`src/rtl/fp8_mul_seq.sv`:
```
// fp8_mul_seq: sequential multiplier for the 8-bit minifloat format
// (1 sign, 4 exponent bits with bias 7, 3 fraction bits with a hidden 1).
// The mantissa product is built by a radix-4 Booth shift-add core that
// retires one Booth digit per clock. The result is then normalised by
// truncation, and saturated or flushed when it falls out of range.
//
// Ports:
//   clk, rst            rising-edge clock, synchronous active-high reset
//   in_valid/in_ready   operand handshake (in_ready is high only in IDLE)
//   a, b                operands: [7] sign, [6:3] exponent, [2:0] fraction
//   out_valid/out_ready result handshake; p/ovf/unf stay stable while stalled
//   p                   product, in the same format as the operands
//   ovf                 result saturated to the largest magnitude
//   unf                 result flushed to zero by underflow
//
// Only the default parameter values are supported. The Booth digit schedule
// assumes a 4-bit mantissa.
module fp8_mul_seq #(
    parameter int EXP_W = 4,
    parameter int MAN_W = 3,
    parameter int BIAS  = 7
) (
    input  logic                   clk,
    input  logic                   rst,
    input  logic                   in_valid,
    output logic                   in_ready,
    input  logic [EXP_W+MAN_W:0]   a,
    input  logic [EXP_W+MAN_W:0]   b,
    output logic                   out_valid,
    input  logic                   out_ready,
    output logic [EXP_W+MAN_W:0]   p,
    output logic                   ovf,
    output logic                   unf
);
    localparam int W = 1 + EXP_W + MAN_W;

    typedef enum logic [1:0] {IDLE, MUL, NORM, DONE} state_t;

    state_t              state_q;
    logic [1:0]          cnt_q;
    logic [W-2:0]        a_q, b_q;      // exponent + fraction only; sign is pre-combined
    logic                sign_q, zero_q;
    logic signed [9:0]   acc_q, acc_d;
    logic                in_ready_q, out_valid_q, ovf_q, unf_q;
    logic [W-1:0]        p_q;

    // ---------------- Booth digit step ----------------
    logic [MAN_W:0]      ma, mb;
    logic [2:0]          trip;
    logic signed [9:0]   ma_s, pp, pp_sh;

    assign ma   = {1'b1, a_q[MAN_W-1:0]};
    assign mb   = {1'b1, b_q[MAN_W-1:0]};
    assign ma_s = $signed({6'b0, ma});

    always_comb begin
        // mb is zero-extended to 6 bits with an implied 0 below bit 0.
        trip = 3'b000;
        case (cnt_q)
            2'd0:    trip = {mb[1], mb[0], 1'b0};
            2'd1:    trip = {mb[3], mb[2], mb[1]};
            default: trip = {2'b00, mb[3]};
        endcase
    end

    always_comb begin
        pp = '0;
        case (trip)
            3'b001, 3'b010: pp = ma_s;
            3'b011:         pp = ma_s <<< 1;
            3'b100:         pp = -(ma_s <<< 1);
            3'b101, 3'b110: pp = -ma_s;
            default:        pp = '0;
        endcase
        // Digit k carries weight 4^k.
        pp_sh = pp <<< {cnt_q, 1'b0};
        acc_d = acc_q + pp_sh;
    end

    // ---------------- normalise / pack ----------------
    logic [7:0]          prod;
    logic [MAN_W-1:0]    frac;
    logic signed [5:0]   exp_s;
    logic [W-1:0]        p_d;
    logic                ovf_d, unf_d;

    assign prod = acc_q[7:0];

    always_comb begin
        // The binary point sits between prod[6] and prod[5]. A product >= 2.0
        // moves it one place up and bumps the exponent.
        frac  = prod[7] ? prod[6:4] : prod[5:3];
        exp_s = $signed({2'b00, a_q[W-2:MAN_W]}) + $signed({2'b00, b_q[W-2:MAN_W]})
              - $signed(6'(BIAS)) + $signed({5'b0, prod[7]});
        p_d   = '0;
        ovf_d = 1'b0;
        unf_d = 1'b0;
        if (zero_q) begin
            p_d = '0;                       // a zero operand beats both flags
        end else if (exp_s > 6'sd15) begin
            p_d   = {sign_q, {(W-1){1'b1}}};
            ovf_d = 1'b1;
        end else if (exp_s < 6'sd1) begin
            unf_d = 1'b1;
        end else begin
            p_d = {sign_q, exp_s[EXP_W-1:0], frac};
        end
    end

    // ---------------- control FSM ----------------
    always_ff @(posedge clk) begin
        if (rst) begin
            state_q     <= IDLE;
            cnt_q       <= '0;
            a_q         <= '0;
            b_q         <= '0;
            sign_q      <= 1'b0;
            zero_q      <= 1'b0;
            acc_q       <= '0;
            in_ready_q  <= 1'b1;
            out_valid_q <= 1'b0;
            p_q         <= '0;
            ovf_q       <= 1'b0;
            unf_q       <= 1'b0;
        end else begin
            case (state_q)
                IDLE: if (in_valid) begin
                    a_q        <= a[W-2:0];
                    b_q        <= b[W-2:0];
                    sign_q     <= a[W-1] ^ b[W-1];
                    zero_q     <= (a[W-2:MAN_W] == '0) || (b[W-2:MAN_W] == '0);
                    acc_q      <= '0;
                    cnt_q      <= '0;
                    ovf_q      <= 1'b0;
                    unf_q      <= 1'b0;
                    in_ready_q <= 1'b0;
                    state_q    <= MUL;
                end
                MUL: begin
                    acc_q <= acc_d;
                    cnt_q <= cnt_q + 2'd1;
                    if (cnt_q == 2'd2) state_q <= NORM;
                end
                NORM: begin
                    p_q         <= p_d;
                    ovf_q       <= ovf_d;
                    unf_q       <= unf_d;
                    out_valid_q <= 1'b1;
                    state_q     <= DONE;
                end
                DONE: if (out_ready) begin
                    // Re-enter IDLE only after the consume edge, so a new
                    // operand is never taken in the same cycle.
                    out_valid_q <= 1'b0;
                    in_ready_q  <= 1'b1;
                    state_q     <= IDLE;
                end
                default: state_q <= IDLE;
            endcase
        end
    end

    assign in_ready  = in_ready_q;
    assign out_valid = out_valid_q;
    assign p         = p_q;
    assign ovf       = ovf_q;
    assign unf       = unf_q;

endmodule
```
`config.mk`:
```
export PLATFORM = sky130hd
export DESIGN_NAME = fp8_mul_seq
export DESIGN_NICKNAME = d
export VERILOG_FILES = /design/src/rtl/fp8_mul_seq.sv
export SDC_FILE = /design/constraint.sdc
export NUM_CORES = 1
export LEC_CHECK = 0
export BUFFER_PORTS_ARGS = -buffer_cell sky130_fd_sc_hd__clkbuf_2
export CORE_MARGIN = 2
export CORE_UTILIZATION = 40
export CTS_BUF_LIST = sky130_fd_sc_hd__clkbuf_2 sky130_fd_sc_hd__clkbuf_4 sky130_fd_sc_hd__clkbuf_8
export DETAILED_ROUTE_END_ITERATION = 8
export GPL_TIMING_DRIVEN = 0
export PLACE_DENSITY_LB_ADDON = 0.3
export SLEW_MARGIN = 20
export SYNTH_ARGS = -nofsm -noshare
export SYNTH_HDL_FRONTEND = slang
export SYNTH_SLANG_ARGS = --single-unit
```
`constraint.sdc`:
```
create_clock -name clk -period 3.86 [get_ports clk]
set_input_delay 0.193 -clock clk [delete_from_list [all_inputs] [get_ports clk]]
set_output_delay 0.193 -clock clk [all_outputs]
set_load 0.02 [all_outputs]
```
# Word-level counts from Yosys, hierarchy flattened
# Index checks and enable logic that the tools add are counted.
[totals]
reg_bits = 42
inputBits = 20
output_inout_bits = 12
[op_classes]
add_sub_neg = 7
n_lt_le_gt_ge = 2
n_eq_ne = 14
shift = 1
muxes = 26
bitwise = 1
reduce_logical = 17
[op_table]
columns = ["op", "count"]
rows = [
  ["$pmux W10 S4", 1],
  ["$mux W8", 3],
  ["$pmux W10 S2", 1],
  ["$add A10 B10 Y10", 1],
  ["$mux W10", 1],
  ["$neg A4 Y10", 1],
  ["$neg A5 Y10", 1],
  ["$sshl A10 B3 Y10", 1],
  ["$eq A3 B3 Y1 const B", 3],
  ["$logic_not A4 Y1", 2],
  ["$mux W1", 8],
  ["$mux W2", 4],
  ["$pmux W1 S2", 4],
  ["$pmux W2 S4", 1],
  ["$reduce_and A2 Y1", 4],
  ["$reduce_bool A2 Y1", 4],
  ["$add A6 B2 Y6", 1],
  ["$eq A2 B2 Y1 const B", 3],
  ["$eq A3 B2 Y1 const B", 2],
  ["$gt A6 B5 Y1 const B", 1],
  ["$lt A6 B2 Y1 const B", 1],
  ["$ne A2 B2 Y1 const B", 3],
  ["$pmux W3 S2", 1],
  ["$reduce_and A3 Y1", 2],
  ["11 further kinds", 14],
]

# Logic depth before layout (Yosys ltp)
[logic_depth]
ltp_word = 8
ltp_mapped = 17
depth_no_buf = 15

# Worst setup path before layout
# No wires, ideal clock.
[synth_timing]
kind = "reg2reg"
startpoint = "register cnt_q[1]"
endpoint = "register acc_q[7]"
arrival_ps = 3377
t_required_ps = 3798
slack_ps = 421
stages_incl_launch_ff = 17
n_path_buf = 1
synth_period_minus_slack_ps = 3439
path_cell_list = "dfxtp_1 buf_2 inv_1 ha_1 xor2_1 and3_4 a211oi_2 o21bai_1 a221oi_2 a211oi_1 ha_1 o21ai_0 o21bai_1 o41ai_1 xnor2_1 a2111o_1 nand3_1"
[synth_via]
elab_chain_len = 8
elab_cells_between_ends = 15
[synth_lines]
columns = ["element", "line", "text"]
rows = [
  ["start: declaration", "40", "logic [1:0] cnt_q;"],
  ["start signal: assignment", "141", "cnt_q <= cnt_q + 2'd1;"],
  ["$eq A2 B1 Y1 or $logic_not A2 Y1 (tied branches)", "59", "case (cnt_q)"],
  ["$pmux W3 S2", "59", ""],
  ["$eq A3 B3 Y1, or another cell as far along", "68", "case (trip)"],
  ["$reduce_or A2 Y1", "68", ""],
  ["$pmux W10 S4", "68", ""],
  ["$sshl A10 B3 Y10 (*)", "76", "pp_sh = pp <<< {cnt_q, 1'b0};"],
  ["$add A10 B10 Y10 (*)", "77", "acc_d = acc_q + pp_sh;"],
  ["$pmux W10 S2 (*)", "126", "case (state_q)"],
  ["end signal: assignment", "119", "acc_q <= '0;"],
  ["end signal: assignment", "132", "acc_q <= '0;"],
  ["end signal: assignment", "140", "acc_q <= acc_d;"],
  ["end: declaration", "43", "logic signed [9:0] acc_q, acc_d;"],
]
# Every way passes the cells marked *; elsewhere a longest branch is shown, timed or not.
# A chain may end at the register's enable or synchronous reset.

# Final worst setup path
[layout_timing]
startpoint = "register cnt_q[1]"
endpoint = "register acc_q[6]"
# Same word-level chain as after synthesis.

==> flow_metrics.py <==
metrics = {
    "run_status": {
        "status": "finished clean",
    },
    "power_and_ir_drop": {
        "p_leak_nw": 1.365,
        "ir_worst_vdd_mv": 0.2677,
        "pwr_density_cell_mw_per_mm2": 609.7,
    },
    "timing": {
        "min_period_ns": 3.626,
        "setup_viol": 0,
        "worstMarginPinSlew_ns": 0.8193,
        "whs_ns": 0.1200,
        "hold_viol_final": 0,
        "fmax_mhz": 275.8,
        "relSlewSlack_pct": 45.21,
        "min_period_over_period_pct": 93.93,
        "setup_tns_ns": 0,
        "rsz0062_at_grt": "true",
        "skew_ns": 0.006404,
        "maxSlewViolCount": 0,
    },
    "drt": {
        "num_vias": 2476,
        "antenna_left": 0,
        "wl_um": 5974,
        "via_per_inst": 5.466,
        "routedWlPerCell_um": 13.19,
        "drtPass1Iterations": 4,
        "drtIter0Drc": 141,
        "drc": 0,
    },
    "synthesis": {
        "async_flop_share_pct": 0,
        "synth_top_area_share_pct": 30.49,
        "avgSynthCellArea_sq_um": 7.863,
        "yosys_warnings": 0,
        "synthCells": 334,
        "synth_enable_flop_cells": 0,
        "synth_flop_cell": "dfxtp_1",
        "syn_area_sq_mm": 0.002626,
        "seq_area_frac_synth_pct": 30.49,
        "synth_top_cell_by_area": "dfxtp_1",
        "syn_nets": 379,
        "synth_cell_type_count": 58,
        "ys_top_cells_by_area": "dfxtp_1, ha_1, nand2_1, a21oi_1, nor2_1",
        "ys_seq_elements": 40,
    },
    "critical_path": {
        "max_stage_delay_ns": 0.35,
        "cp_top_family": "compound AO/OA/AOI/OAI gates",
        "path_buf_inv": 2,
        "rrSetupSlack_ns": 0.23,
        "critPathLaunchType": "flop",
        "required_ns": 4.04,
        "cp_data_arrival_time_ns": 3.81,
        "crit_path_frequent_cell": "o21bai_1",
        "path_cells": "clkbuf_4 -> clkinvlp_4 -> ha_2 -> xor2_1 -> and3_4 -> a211oi_4 -> o21bai_1 -> a221oi_2 -> a211oi_1 -> ha_1 -> a21o_1 -> a21oi_1 -> o21bai_1 -> a21oi_2 -> nor4_1 -> a221o_1",
        "critPathMaxFanout": 10,
        "slowest_stage": "a221oi_2",
        "critPathCaptureType": "flop",
        "criticalPathCategory": "flop to flop",
    },
    "clocking": {
        "clk_path_buf_depth": 2,
        "root_buffer": "clkbuf_8",
        "path_clk_slew_ns": 0.08,
        "cts_sinks": 40,
        "numCtsBuffers": 5,
        "cts_tree": "built",
        "clkLatencyLatePin_ns": 0.29,
        "htree_levels": 2,
    },
    "global_routing": {
        "grt_pass1_vias": 2322,
        "gr-total-overflow": 0,
        "grt_max_degree": 13,
        "grt_pass1_wl_um": 10250,
        "grt_antenna_before_repair": 0,
        "track_usage_pct": 16.87,
    },
    "place": {
        "finalWeightedCongestion": 0.8294,
        "port_buffers": 31,
        "hpwl_um": 4550,
    },
    "floorplan": {
        "die_x_um": 85.03,
        "coreArea_sq_mm": 0.006350,
        "rows": 29,
        "io_pins": 32,
        "die_area_sq_mm": 0.007230,
        "initial_core_util_pct": 41.36,
        "die_y_um": 85.03,
    },
    "final_layout": {
        "drive_gt1_share_pct": 15.96,
        "utilization_pct": 48.22,
        "num-nets-final": 420,
        "antenna_cells": 0,
        "area.growth.synth_to_final_pct": 16.58,
    },
    "job": {
        "maxCapViolations": 0,
    },
    "hold_path": {
        "hp-class": "input pin to flop",
    },
}
cells by family (layout without fill, tap and decap cells):
logic type	Yosys count	after routing	synth area share, %
buf+inv	38	80	5.956
xor+xnor	9	9	3.001
flops	40	40	30.49
fa+ha+maj	25	25	12.48
mux	2	2	0.7623
simple gates	120	120	21.54
compound gates	100	100	25.77
cells in the mapped netlist, drive strengths merged (3+ instances only):
master	count
o211ai	3
a211oi	11
a21oi	32
a22oi	7
nand3	4
nor2b	8
inv	25
a21o	6
nand2	47
a221o	3
nand2b	6
dfxtp	40
a31oi	4
xnor2	4
xor2	5
nor2	31
clkbuf	7
o21ai	14
nor3	7
ha	23
nor4	3
o21bai	4
a221oi	3
buf	6
layout by cell type (no fill, tap or decap), types with 4 or more instances in the layout:
cell	n
nand2_1	47
dfxtp_1	40
a21oi_1	31
clkbuf_2	31
nor2_1	30
inv_1	24
ha_1	21
o21ai_0	11
a211oi_1	9
nor2b_1	8
clkbuf_1	7
a22oi_1	7
clkbuf_8	7
nor3_1	6
a21o_1	6
nand2b_1	6
xor2_1	5
buf_4	4
nand3_1	4
a31oi_1	4
o21bai_1	4
xnor2_1	4
final cells by class:
cell class	instances	area, sq um
fillers	626	3288
clock inverters	1	30.03
clock buffers	7	96.34
flip-flops and latches	40	800.8
multi-input cells	256	1698
well taps	77	96.34
inverters	25	97.59
repair buffers	34	177.7
plain buffers	13	65.06
state kept, by name (all words and copies together), names as in the netlist, 2 cells and up:
signal   cells
a_q          7
state_q      2
acc_q        8
cnt_q        2
p            8
b_q          7
per-stage QoR:
| step | area (sq um) | setup WS (ns) | std cells | total power [mW] |
|---|---|---|---|---|
| 3_5_place_dp | 2878 | 0.03132 | 442 | 1.469 |
| 6_report | 3062 | 0.2342 | 453 | 1.867 |
| 2_1_floorplan | 2626 | 0.4209 | 334 | 1.260 |
| 5_1_grt | 3062 | -0.01943 | 453 | 2.024 |
| 4_1_cts | 3012 | 0.05228 | 450 | 1.857 |
| 3_3_place_gp | 2878 | 0.009523 | 442 | 1.448 |
metal layers:
layer / GRT usage (%) / vias to the layer above / routed length [um]
met4: 5.483 / 0 / 67
met1: 21.98 / 1152 / 2955
met5: 0 / - / 0
met3: 2.724 / 6 / 186
li1: - / 1269 / -
met2: 28.48 / 49 / 2765
repair_timing:
action | in CTS | in global routing
gates resized for setup | 1 | 8
setup buffers | 0 | 3
endpoints found under the setup margin | 1 | 2
pin swaps | 0 | 2
hold buffers | 0 | 0
worst paths after layout:
kind	from	endpoint	cells after the start
setup / recovery	cnt_q[1]	acc_q[6]	16
hold / removal	b[1]	b_q[1]	3
setup reg to reg	cnt_q[1]	acc_q[6]	16
hold reg to reg	a_q[3]	a_q[3]	2
tightest hold or removal path: cells and delay by family:
kind	cells	cell delay, ns
simple gates	1	0.04
compound gates	1	0.05
buf+inv	1	0.08
report_power, final:
part / internal (mW) / switching (mW) / leakage [nW]
Clock: 0.228 / 0.156 / 0.0645
Sequential: 0.487 / 0.0634 / 0.326
Combinational: 0.367 / 0.565 / 0.974
Total: 1.08 / 0.784 / 1.36
Power figures use the tool's default switching activity.
